`src/rtl/axi3_pkg.sv`:
```
// Shared AXI3 encodings and master FSM state type for the AXI3 read/write masters.
package axi3_pkg;

  localparam logic [2:0] SizeWord   = 3'b010;
  localparam logic [1:0] BurstFixed = 2'b00;
  localparam logic [1:0] BurstIncr  = 2'b01;
  localparam logic [1:0] BurstWrap  = 2'b10;
  localparam logic [1:0] LockNormal = 2'b00;
  localparam logic [3:0] CacheNone  = 4'b0000;
  localparam logic [2:0] ProtNone   = 3'b000;

  localparam logic [1:0] RespOkay   = 2'b00;
  localparam logic [1:0] RespExOkay = 2'b01;
  localparam logic [1:0] RespSlvErr = 2'b10;
  localparam logic [1:0] RespDecErr = 2'b11;

  localparam int unsigned WordCntW  = 15;

  typedef enum logic [1:0] {
    StIdle,
    StAddr,
    StData,
    StDone
  } axi3_state_e;

  // SLVERR and DECERR both carry bit 1 set.
  function automatic logic resp_is_err(logic [1:0] resp);
    return resp[1];
  endfunction

endpackage

```
`src/rtl/axi3_mst_read_if.sv`:
```
// AXI3 read address and read data channels between one master and one slave.
interface axi3_mst_read_if;

  logic [3:0]  arid;
  logic [31:0] araddr;
  logic [3:0]  arlen;
  logic [2:0]  arsize;
  logic [1:0]  arburst;
  logic [1:0]  arlock;
  logic [3:0]  arcache;
  logic [2:0]  arprot;
  logic        arvalid;
  logic        arready;

  logic [3:0]  rid;
  logic [31:0] rdata;
  logic [1:0]  rresp;
  logic        rlast;
  logic        rvalid;
  logic        rready;

  modport master (
    output arid, araddr, arlen, arsize, arburst, arlock, arcache, arprot, arvalid,
    input  arready,
    input  rid, rdata, rresp, rlast, rvalid,
    output rready
  );

  modport slave (
    input  arid, araddr, arlen, arsize, arburst, arlock, arcache, arprot, arvalid,
    output arready,
    output rid, rdata, rresp, rlast, rvalid,
    input  rready
  );

endinterface

```
`src/rtl/axi3_burst_len.sv`:
```
// Beats for the next INCR burst: min(MaxBeats, remaining words, words to the next 4 KB page).
module axi3_burst_len #(
  parameter int unsigned MaxBeats = 16
) (
  input  logic [31:0] addr_i,
  input  logic [14:0] remain_i,
  output logic [4:0]  beats_o
);

  logic [10:0] to_bound;
  logic [14:0] lim;
  logic [1:0]  unused_addr;

  assign unused_addr = addr_i[1:0];

  always_comb begin
    // addr_i[11:2] is the word offset within the page, so this is 1..1024.
    to_bound = 11'd1024 - {1'b0, addr_i[11:2]};
    lim      = 15'(MaxBeats);
    if (remain_i < lim) begin
      lim = remain_i;
    end
    if ({4'b0, to_bound} < lim) begin
      lim = {4'b0, to_bound};
    end
    beats_o = lim[4:0];
  end

endmodule

```
`src/rtl/axi3_mst_read.sv`:
```
// AXI3 read master: splits a byte-length transfer into INCR bursts and pushes every beat
// into the CRC data FIFO, one burst outstanding at a time.
module axi3_mst_read
  import axi3_pkg::*;
#(
  parameter logic [3:0]  ARID_VAL  = 4'h0,
  parameter int unsigned MAX_BEATS = 16
) (
  input  logic        clk,
  input  logic        rst_n,
  input  logic [31:0] addr_src,
  input  logic [15:0] data_len,
  input  logic        mst_begin,
  input  logic        fifo_full,
  output logic        fifo_wr,
  output logic [31:0] fifo_out,
  output logic        data_read,
  output logic        error,
  axi3_mst_read_if.master axi
);

  axi3_state_e         state_q, state_d;
  logic [31:0]         addr_q, addr_d;
  logic [WordCntW-1:0] remain_q, remain_d;
  logic [4:0]          beats_q, beats_d;
  logic [4:0]          beat_cnt_q, beat_cnt_d;
  logic                err_q, err_d;
  logic                drain_q, drain_d;

  logic [16:0]         len_plus;
  logic [WordCntW-1:0] words;
  logic [4:0]          burst_beats;
  logic [4:0]          beats_m1;
  logic                beat_ok;
  logic [5:0]          unused_in;

  assign unused_in = {axi.rid, addr_src[1:0]};

  assign len_plus = {1'b0, data_len} + 17'd3;
  assign words    = len_plus[16:2];

  axi3_burst_len #(
    .MaxBeats (MAX_BEATS)
  ) u_burst_len (
    .addr_i   (addr_q),
    .remain_i (remain_q),
    .beats_o  (burst_beats)
  );

  assign beats_m1 = burst_beats - 5'd1;

  // AR channel: fields come straight from registered state, so they hold while arvalid waits.
  assign axi.arid    = ARID_VAL;
  assign axi.araddr  = addr_q;
  assign axi.arlen   = (state_q == StAddr) ? beats_m1[3:0] : 4'd0;
  assign axi.arsize  = SizeWord;
  assign axi.arburst = BurstIncr;
  assign axi.arlock  = LockNormal;
  assign axi.arcache = CacheNone;
  assign axi.arprot  = ProtNone;
  assign axi.arvalid = (state_q == StAddr);

  assign axi.rready = (state_q == StData) && !fifo_full;
  assign beat_ok    = axi.rready && axi.rvalid;

  assign fifo_wr   = beat_ok;
  assign fifo_out  = beat_ok ? axi.rdata : 32'd0;
  assign data_read = (state_q == StDone);
  assign error     = err_q;

  always_comb begin
    state_d    = state_q;
    addr_d     = addr_q;
    remain_d   = remain_q;
    beats_d    = beats_q;
    beat_cnt_d = beat_cnt_q;
    err_d      = err_q;
    drain_d    = drain_q;

    unique case (state_q)
      StIdle: begin
        if (mst_begin) begin
          err_d      = 1'b0;
          drain_d    = 1'b0;
          beat_cnt_d = 5'd0;
          if (words == '0) begin
            state_d = StDone;
          end else begin
            addr_d   = {addr_src[31:2], 2'b00};
            remain_d = words;
            state_d  = StAddr;
          end
        end
      end

      StAddr: begin
        if (axi.arready) begin
          beats_d    = burst_beats;
          beat_cnt_d = 5'd0;
          state_d    = StData;
        end
      end

      StData: begin
        if (beat_ok) begin
          remain_d   = (remain_q != '0) ? remain_q - 1'b1 : '0;
          beat_cnt_d = beat_cnt_q + 5'd1;
          if (resp_is_err(axi.rresp)) begin
            err_d   = 1'b1;
            drain_d = 1'b1;
          end
          if (axi.rlast) begin
            addr_d = addr_q + {25'd0, beats_q, 2'b00};
            if (beat_cnt_d != beats_q) begin
              // Slave ended the burst short: the stream is corrupt, abandon the transfer.
              err_d   = 1'b1;
              state_d = StDone;
            end else if (drain_d || remain_d == '0) begin
              state_d = StDone;
            end else begin
              state_d = StAddr;
            end
          end
        end
      end

      StDone: begin
        state_d = StIdle;
      end

      default: begin
        state_d = StIdle;
      end
    endcase
  end

  always_ff @(posedge clk or negedge rst_n) begin
    if (!rst_n) begin
      state_q    <= StIdle;
      addr_q     <= 32'd0;
      remain_q   <= '0;
      beats_q    <= 5'd0;
      beat_cnt_q <= 5'd0;
      err_q      <= 1'b0;
      drain_q    <= 1'b0;
    end else begin
      state_q    <= state_d;
      addr_q     <= addr_d;
      remain_q   <= remain_d;
      beats_q    <= beats_d;
      beat_cnt_q <= beat_cnt_d;
      err_q      <= err_d;
      drain_q    <= drain_d;
    end
  end

endmodule

```
`src/flat_wrapper.sv`:
```
// flat-port wrapper written by rule: the top's interface ports become plain ports
module axi3_mst_read_flat import axi3_pkg::*;
#(
  parameter logic [3:0]  ARID_VAL  = 4'h0,
  parameter int unsigned MAX_BEATS = 16
)
  (clk, rst_n, addr_src, data_len, mst_begin, fifo_full, fifo_wr, fifo_out, data_read, error, axi_arid, axi_araddr, axi_arlen, axi_arsize, axi_arburst, axi_arlock, axi_arcache, axi_arprot, axi_arvalid, axi_arready, axi_rid, axi_rdata, axi_rresp, axi_rlast, axi_rvalid, axi_rready);
  axi3_mst_read_if axi_i ();
  input  logic clk;
  input  logic rst_n;
  input  logic [31:0] addr_src;
  input  logic [15:0] data_len;
  input  logic mst_begin;
  input  logic fifo_full;
  output logic fifo_wr;
  output logic [31:0] fifo_out;
  output logic data_read;
  output logic error;
  output wire logic [$bits(axi_i.arid)-1:0] axi_arid;
  output wire logic [$bits(axi_i.araddr)-1:0] axi_araddr;
  output wire logic [$bits(axi_i.arlen)-1:0] axi_arlen;
  output wire logic [$bits(axi_i.arsize)-1:0] axi_arsize;
  output wire logic [$bits(axi_i.arburst)-1:0] axi_arburst;
  output wire logic [$bits(axi_i.arlock)-1:0] axi_arlock;
  output wire logic [$bits(axi_i.arcache)-1:0] axi_arcache;
  output wire logic [$bits(axi_i.arprot)-1:0] axi_arprot;
  output wire logic [$bits(axi_i.arvalid)-1:0] axi_arvalid;
  input wire logic [$bits(axi_i.arready)-1:0] axi_arready;
  input wire logic [$bits(axi_i.rid)-1:0] axi_rid;
  input wire logic [$bits(axi_i.rdata)-1:0] axi_rdata;
  input wire logic [$bits(axi_i.rresp)-1:0] axi_rresp;
  input wire logic [$bits(axi_i.rlast)-1:0] axi_rlast;
  input wire logic [$bits(axi_i.rvalid)-1:0] axi_rvalid;
  output wire logic [$bits(axi_i.rready)-1:0] axi_rready;
  assign axi_arid = axi_i.arid;
  assign axi_araddr = axi_i.araddr;
  assign axi_arlen = axi_i.arlen;
  assign axi_arsize = axi_i.arsize;
  assign axi_arburst = axi_i.arburst;
  assign axi_arlock = axi_i.arlock;
  assign axi_arcache = axi_i.arcache;
  assign axi_arprot = axi_i.arprot;
  assign axi_arvalid = axi_i.arvalid;
  assign axi_i.arready = axi_arready;
  assign axi_i.rid = axi_rid;
  assign axi_i.rdata = axi_rdata;
  assign axi_i.rresp = axi_rresp;
  assign axi_i.rlast = axi_rlast;
  assign axi_i.rvalid = axi_rvalid;
  assign axi_rready = axi_i.rready;
  axi3_mst_read #(.ARID_VAL(ARID_VAL), .MAX_BEATS(MAX_BEATS)) u_core (.clk(clk), .rst_n(rst_n), .addr_src(addr_src), .data_len(data_len), .mst_begin(mst_begin), .fifo_full(fifo_full), .fifo_wr(fifo_wr), .fifo_out(fifo_out), .data_read(data_read), .error(error), .axi(axi_i));
endmodule
```
`config.mk`:
```
export PLATFORM = sky130hd
export DESIGN_NAME = axi3_mst_read_flat
export DESIGN_NICKNAME = d
export VERILOG_FILES = /design/src/rtl/axi3_pkg.sv /design/src/rtl/axi3_mst_read_if.sv /design/src/rtl/axi3_burst_len.sv /design/src/rtl/axi3_mst_read.sv /design/src/flat_wrapper.sv
export SDC_FILE = /design/constraint.sdc
export NUM_CORES = 1
export LEC_CHECK = 0
export BUFFER_PORTS_ARGS = -buffer_cell sky130_fd_sc_hd__buf_2
export CAP_MARGIN = 20
export CORE_ASPECT_RATIO = 1.4
export CORE_MARGIN = 8
export CORE_UTILIZATION = 49
export CTS_CLUSTER_SIZE = 12
export DETAILED_ROUTE_END_ITERATION = 16
export PLACE_DENSITY = 0.79
export REMOVE_ABC_BUFFERS = 1
export SLEW_MARGIN = 0
export SYNTH_ARGS = -nofsm -noshare
export SYNTH_HDL_FRONTEND = slang
export SYNTH_SLANG_ARGS = --single-unit
```
`constraint.sdc`:
```
create_clock -name clk -period 6.5 [get_ports clk]
set_clock_uncertainty 0.15 [all_clocks]
set_input_delay 1.625 -clock clk [delete_from_list [all_inputs] [get_ports clk]]
set_output_delay 1.625 -clock clk [all_outputs]
set_load 0.01 [all_outputs]
```
==> impl_results.md, run 1 <==
- Placed instance area: 0.00584 mm2
- Setup TNS: 0 ns
- DIE AREA: 0.0138 mm2
- Synth cell types: 64
- Top cell type's share of synthesized area: a little under 30%
- Cell repeated most along the worst path: ha_1
- Slowest stage delay, CP: 0.54 ns
- Post-synthesis sequential area ratio: 29.4%
- Placer congestion estimate: 0.892
- Critical path data required time: 4.72 ns
- Finish-stage setup viols: 0
- DR pass1 iterations: 4
- Worst Setup Path Type: register to output port
- Hold WC Path Type: register to register
- Clk sinks: 59
- Max Slew Vio Count: 0
- Net count reported at finish: 896
- WL per Instance: 17.8 um
- # IOs: 184
- GRT Overall Usage: 22.9%
- Hold_buf cts: 0
- Via density: 5.89
- Main area contributors after synthesis: dfrtp_1, o21ai_0, a21oi_1
- Clk root buf: clkbuf_16
- Share of cells above drive strength 1: 25.1%
- Crit. End Element: output port
- Drc violations: 0
- Top-count cell post-synth: nand2_1
- Fin cells: 923
- Cts repair resizes: 0
- Worst-Skew Late Latency: 0.33 ns
- Post-synth ARST share: 100%
- Rows: 43
- Placed insts: approximately 900
- Reg2reg end: u_core.beats_q[0]
- Hold WS: between 0.3 and 0.4 ns
- Reg-to-reg setup timing slack: 3.11 ns
- Worst Max-Slew Pin Slew: 0.915 ns
- Relative slew slack: 39.0%
- Critical R2R Launch: u_core.axi.araddr[7]
- Area leader, netlist: dfrtp_1
- CP max FO: 10
- HP Start: u_core.remain_q[11]
- Htree depth: 3
- Post-synth top flop: dfrtp_1
- Initial antenna violation count: 0
- Hold path endpoint: u_core.remain_q[11]
- Cells after Synth: 640
- CP arrival: 4.32 ns
- Number of synthesis warnings: 0
- Mean Syn Cell Area: 7.85 um2
- Initial Utilization: between 50% and 60%
- Bufs on Longest Clock Path: 2
- Synth cell count leaders: nand2_1, dfrtp_1, o21ai_0, a21oi_1, nor2_1
- Tmin final: 6.09 ns
- HPWL after DPL: 12.4 mm
- DIE WIDTH: 102 um
- Core area: between 0.009 and 0.01 mm2
- CTS tree: built
- Antenna-violating nets left: 0
- Worst-path clk slew: 0.06 ns
- Largest net degree at the start of global routing: 63
- Critical path cell sequence: nor4_1 > nand2_1 > nor3_1 > xnor2_1 > ha_1 > a21oi_1 > nor2_1 > a211oi_1 > o221ai_4 > mux2_2 > ha_1 > or4_1 > o211ai_1 > buf_2
- Vias in the first global route: around 5400
- Chip height: 136 um
- VDD IR max: 0.000324 V
- CP max stage cell: or4_1
- Fin. Hold Viols: 0
- Post-route clock period utilization: 93.7%
- CTS Buf Count: 9
- Post-synth EDFFs: 0
- Ant. Diodes: 0
- First-pass GRT wire length: 25.7 mm
- Synthesized area: 0.00503 mm2
- DR iter-0 viols: 290
- Worst hold stages: 1
- FF-to-FF path depth: 11
- P&R area growth vs syn: 22.7%
- Max cap viols: 0
- Status: complete, no violations
- P_leak: roughly 2.8 nW
- Startpoint types: register
- Synth Register Bits: 59
- Fmax achieved: 164 MHz
- Via count: 5437
- GRT overflow: 0
- Setup bufs post-CTS: 0
- Pwr dens: 456 mW/mm2
- RSZ-0062 raised after global routing: no
- Routed WL: approximately 16 mm
- Final instance area: 0.00617 mm2
- IO buf count: 156
-- how the worst max path moves through the flow --
stage	startpoint	end	slack, ns	cells after the start
final	u_core.axi.araddr[7]	axi_arlen[2]	0.41	14
after detailed placement	u_core.axi.araddr[7]	axi_arlen[2]	0.77	14
after global placement	u_core.axi.araddr[7]	axi_arlen[2]	0.93	14
after CTS	u_core.axi.araddr[7]	axi_arlen[2]	0.41	14
after global routing	u_core.axi.araddr[7]	axi_arlen[2]	0.10	14
after floorplan	u_core.state_q[1]	fifo_out[0]	1.14	4
-- metrics by stage --
step | total power [mW] | setup WS (ns) | utilization (%)
CTS | 2.81 | 0.407 | 62.0
global placement | 2.20 | 0.927 | 58.7
detailed placement | 2.27 | 0.766 | 58.7
floorplan | 1.75 | 1.14 | -
finish | 2.82 | 0.409 | 62.0
global route | 3.02 | 0.100 | 62.0
-- power by group --
part	switching, mW	leakage (nW)	internal [mW]
sequential	0.255	0.712	0.533
clock	0.172	0.165	0.354
combinational	0.884	1.95	0.616
-- kinds of logic after synthesis --
logic type	Yosys count	share of synthesized area (%)
buffers and inverters	76	7.42
AOI/OAI and AO/OA	197	25.2
xor gates and xnor gates	34	5.92
adders and majority gates	20	5.13
muxes	6	1.29
DFF	59	29.4
and+or+nand+nor	246	25.5
other	2	0.149
-- placed cells by master, fill, tap and decap left out, types with 16 or more instances in the layout --
cell type | netlist | routed
o22ai_1 | 16 | 16
dfrtp_1 | 59 | 59
conb_1 | 2 | 26
xor2_1 | 16 | 16
buf_2 | 1 | 156
ha_1 | 19 | 19
nor2_1 | 42 | 42
nor3_1 | 18 | 18
nand3_1 | 22 | 22
and2_1 | 37 | 37
a21oi_1 | 51 | 50
inv_1 | 20 | 20
o21ai_0 | 58 | 58
xnor2_1 | 18 | 18
nand2_1 | 63 | 63
-- layout make-up --
type                    count  area [um2]
well taps                 135         169
clock inverters             5        75.1
flip-flops and latches     59        1480
fillers                   865        3790
clock buffers              11         253
repair buffers            164         841
inverters                  20        75.1
multi-input cells         529        3280
-- sequential cells by signal (all words and copies together), names as in the netlist --
name,count
u_core.axi.araddr,30
u_core.remain_q,15
u_core.beat_cnt_q,5
u_core.beats_q,5
u_core.state_q,2
u_core.drain_q,1
u_core.error,1
-- per-layer routing --
metal | track usage (%) | part of all wire (%) | up-vias
met2 | 42.3 | 52 | 277
li1 | - | - | 2571
met4 | 10.6 | 2.5 | 0
met3 | 4.86 | 9.8 | 33
met5 | 0 | 0 | -
met1 | 23.6 | 36 | 2556
-- worst max-delay path, delay by kind of cell, from the launching register on --
family	cells	cell delay (ns)
AOI/OAI and AO/OA	4	0.94
xor gates and xnor gates	1	0.16
adders and majority gates	2	0.49
buffers and inverters	1	0.17
DFF	1	0.49
muxes	1	0.36
and+or+nand+nor	5	1.39
(Power assumes the default switching activity.)
==> run 2, diff against run 1 <==
--- a/config.mk
+++ b/config.mk
@@ -5,6 +5,7 @@
 export SDC_FILE = /design/constraint.sdc
 export NUM_CORES = 1
 export LEC_CHECK = 0
+export ABC_AREA = 1
 export BUFFER_PORTS_ARGS = -buffer_cell sky130_fd_sc_hd__buf_2
 export CAP_MARGIN = 20
 export CORE_ASPECT_RATIO = 1.4
@@ -12,7 +13,7 @@
 export CORE_UTILIZATION = 49
 export CTS_CLUSTER_SIZE = 12
 export DETAILED_ROUTE_END_ITERATION = 16
-export PLACE_DENSITY = 0.79
+export PLACE_DENSITY = 0.78
 export REMOVE_ABC_BUFFERS = 1
 export SLEW_MARGIN = 0
 export SYNTH_ARGS = -nofsm -noshare
==> impl_results.md, run 2 <==
- Relative slew slack: 41.8% (was 39.0%)
- P_leak: 3.60 nW (was 2.83 nW)
- Cell repeated most along the worst path: nand2_1 (was ha_1)
- Fmax achieved: 178 MHz (was 164 MHz)
- Main area contributors after synthesis: dfrtp_1, nand2_1, inv_1 (was dfrtp_1, o21ai_0, a21oi_1)
- Final worst setup slack: 0.870 ns (was 0.409 ns)
- Hold WC Path Type: register to register (unchanged)
- Multi-input gate area: 0.00331 mm2 (was 0.00328 mm2)
- Drc violations: 0 (unchanged)
- DR iter-0 viols: 288 (was 290)
- Startpoint types: register (unchanged)
- Mean Syn Cell Area: 6.38 um2 (was 7.85 um2)
- Synth Register Bits: 59 (unchanged)
- Worst-Skew Late Latency: 0.33 ns (about the same)
- GRT overflow: 0 (unchanged)
- # IOs: 184 (unchanged)
- CP top delay family: simple AND/OR/NAND/NOR gates (unchanged)
- Post-synth top flop: dfrtp_1 (unchanged)
- Largest register FFs: 30 (unchanged)
- Share of cells above drive strength 1: 19.2% (was 25.1%)
- Setup bufs post-CTS: 0 (unchanged)
- Net count reported at finish: 1116 (was 896)
- Commonest non-fill, non-tap cell in the layout: nand2_1 (was buf_2)
- Storage element area: 0.00148 mm2 (unchanged)
- Fin. Hold Viols: 0 (unchanged)
- Initial Utilization: 50.3% (was 50.5%)
- Top cell type's share of synthesized area: 27.2% (was 29.4%)
- Chip height: 141 um (was 136 um)
- Slowest stage delay, CP: 0.43 ns (was 0.54 ns)
- Routed WL: 16.3 mm (was 16.4 mm)
- Placer congestion estimate: 0.926 (was 0.892)
- Most frequent cells in the layout: nand2_1, buf_2, inv_1 (was buf_2, nand2_1, dfrtp_1)
- Bufs on Longest Clock Path: 2 (unchanged)
- DIE AREA: 0.0148 mm2 (was 0.0138 mm2)
- Pre-CTS setup slack: 1.22 ns (was 0.766 ns)
- Setup TNS: 0 ns (unchanged)
- Post-synthesis sequential area ratio: 27.2% (was 29.4%)
- Worst Max-Slew Pin Slew: 0.871 ns (was 0.915 ns)
- CP max stage cell: a211oi_1 (was or4_1)
- Synth cell types: 44 (was 64)
- Tmin final: 5.63 ns (was 6.09 ns)
- Post-synth EDFFs: 0 (unchanged)
- HPWL after DPL: 12.6 mm (was 12.4 mm)
- WL per Instance: 14.2 um (was 17.8 um)
- Synthesized area: 0.00543 mm2 (was 0.00503 mm2)
- Cts repair resizes: 0 (unchanged)
- Finish-stage setup viols: 0 (unchanged)
- P&R area growth vs syn: 20.6% (was 22.7%)
- Via density: 5.06 (was 5.89)
- Post-synth ARST share: 100% (unchanged)
- DR pass1 iterations: 5 (was 4)
- Initial antenna violation count: 0 (unchanged)
- First-pass GRT wire length: 26.9 mm (was 25.7 mm)
- Critical path cell sequence: inv_1 > ha_1 > nand3_1 > nor2_1 > nand2_1 > nor3_1 > xor2_1 > ha_1 > a21oi_1 > nor2_1 > a211oi_1 > nand2_1 > nand2_1 > nand2_1 > ha_1 > xor2_1 > nor2_1 > buf_2 (was nor4_1 > nand2_1 > nor3_1 > xnor2_1 > ha_1 > a21oi_1 > nor2_1 > a211oi_1 > o221ai_4 > mux2_2 > ha_1 > or4_1 > o211ai_1 > buf_2)
- Rows: 45 (was 43)
- Number of synthesis warnings: 0 (unchanged)
- CTS Buf Count: 9 (unchanged)
- CP max FO: 7 (was 10)
- GRT Overall Usage: 22.0% (was 22.9%)
- Number of buffers and inverters on the critical path: 2 (was 1)
- Clk sinks: 59 (unchanged)
- Via count: 5814 (was 5437)
- Clk root buf: clkbuf_16 (unchanged)
- Htree depth: 3 (unchanged)
- Cells after Synth: 852 (was 640)
- CP arrival: 3.86 ns (was 4.32 ns)
- Pwr dens: 465 mW/mm2 (was 456 mW/mm2)
- CTS tree: built (unchanged)
- Crit. End Element: output port (unchanged)
- Status: complete, no violations (unchanged)
- IO buf count: 156 (unchanged)
- Max cap viols: 0 (unchanged)
- VDD IR max: 0.000242 V (was 0.000324 V)
- Worst-path clk slew: 0.05 ns (was 0.06 ns)
- Vias in the first global route: 5622 (was 5431)
- Worst Setup Path Type: register to output port (unchanged)
- Top-count cell post-synth: nand2_1 (unchanged)
- RSZ-0062 raised after global routing: no (unchanged)
- Area leader, netlist: dfrtp_1 (unchanged)
- Critical path data required time: 4.72 ns (about the same)
- Ant. Diodes: 0 (unchanged)
- Hold_buf cts: 0 (unchanged)
- Post-route clock period utilization: 86.6% (was 93.7%)
- Synth cell count leaders: nand2_1, inv_1, nor2_1, dfrtp_1, o21ai_0 (was nand2_1, dfrtp_1, o21ai_0, a21oi_1, nor2_1)
- Largest net degree at the start of global routing: 60 (was 63)
- Antenna-violating nets left: 0 (unchanged)
- Core area: 0.0108 mm2 (was 0.00995 mm2)
- Max Slew Vio Count: 0 (unchanged)
- DIE WIDTH: 105 um (was 102 um)
- Filler cell count: 1138 (was 865)
-- run 2: worst paths after layout --
path                                           start              endpoint  slack [ns]  cells after the start
worst max register to register     u_core.state_q[0]  u_core.axi.araddr[9]        2.44                     14
max in group asynchronous                      rst_n  u_core.axi.araddr[6]        4.38                      2
worst min-delay path            u_core.beat_cnt_q[1]  u_core.beat_cnt_q[1]        0.37                      2
min in group asynchronous                      rst_n   u_core.remain_q[13]        1.31                      2
worst min register to register  u_core.beat_cnt_q[1]  u_core.beat_cnt_q[1]        0.37                      2
worst max-delay path            u_core.axi.araddr[3]          axi_arlen[2]        0.87                     18
-- run 2: cells by family (layout without fill, tap and decap cells) --
logic type | Yosys count | count (layout) | share of synthesized area, %
other | 2 | 26 | 0.138
AND/OR/NAND/NOR | 441 | 441 | 34.4
adder cells (fa/ha/maj) | 20 | 20 | 4.74
XOR/XNOR | 44 | 44 | 7.09
buffers and inverters | 166 | 297 | 13.6
multiplexers | 6 | 6 | 1.11
AO/OA/AOI/OAI | 114 | 114 | 11.7
flip-flops | 59 | 59 | 27.2
-- run 2: worst reg2reg max path, cell delays in order, from the launching register on --
cell     delay (ns)
dfrtp_1        0.47
nor2_4         0.73
inv_2          0.40
buf_12         0.30
nor2_4         0.11
nand2_2        0.33
inv_2          0.21
o22ai_1        0.12
nor2_2         0.15
o21ai_2        0.10
nor2_2         0.14
nand2_4        0.17
inv_4          0.38
nand2_1        0.11
o21ai_1        0.10
-- run 2: layout make-up --
class | count | area share (%)
well taps | 141 | 2.69
repair buffers | 158 | 12.3
flip-flops and latches | 59 | 22.5
clock inverters | 5 | 1.18
inverters | 124 | 7.14
multi-input cells | 651 | 50.5
clock buffers | 10 | 3.65
-- run 2: report_power, final --
part / total (mW) / internal (mW) / switching, mW
Clock: 0.512 / 0.342 / 0.170
Sequential: 0.739 / 0.531 / 0.209
Combinational: 1.80 / 0.627 / 1.17
-- run 2: stage by stage --
step	hold slack [ns]	instance area (um2)	util, %	power [mW]	instances
global placement	0.348	6220	57.5	2.48	1132
CTS	0.373	6530	60.4	3.04	1147
global route	0.408	6550	60.6	3.35	1148
finish	0.368	6550	60.6	3.05	1148
detailed placement	0.360	6220	57.5	2.52	1132
floorplan	0.328	5250	-	1.97	834
-- run 2: layer usage --
metal / GRT usage, % / vias up / routed length (um)
met5: 0 / - / 0
met4: 8.97 / 0 / 401
met3: 4.84 / 33 / 957
met2: 39.6 / 219 / 8450
met1: 24.3 / 2583 / 6490
li1: - / 2979 / -
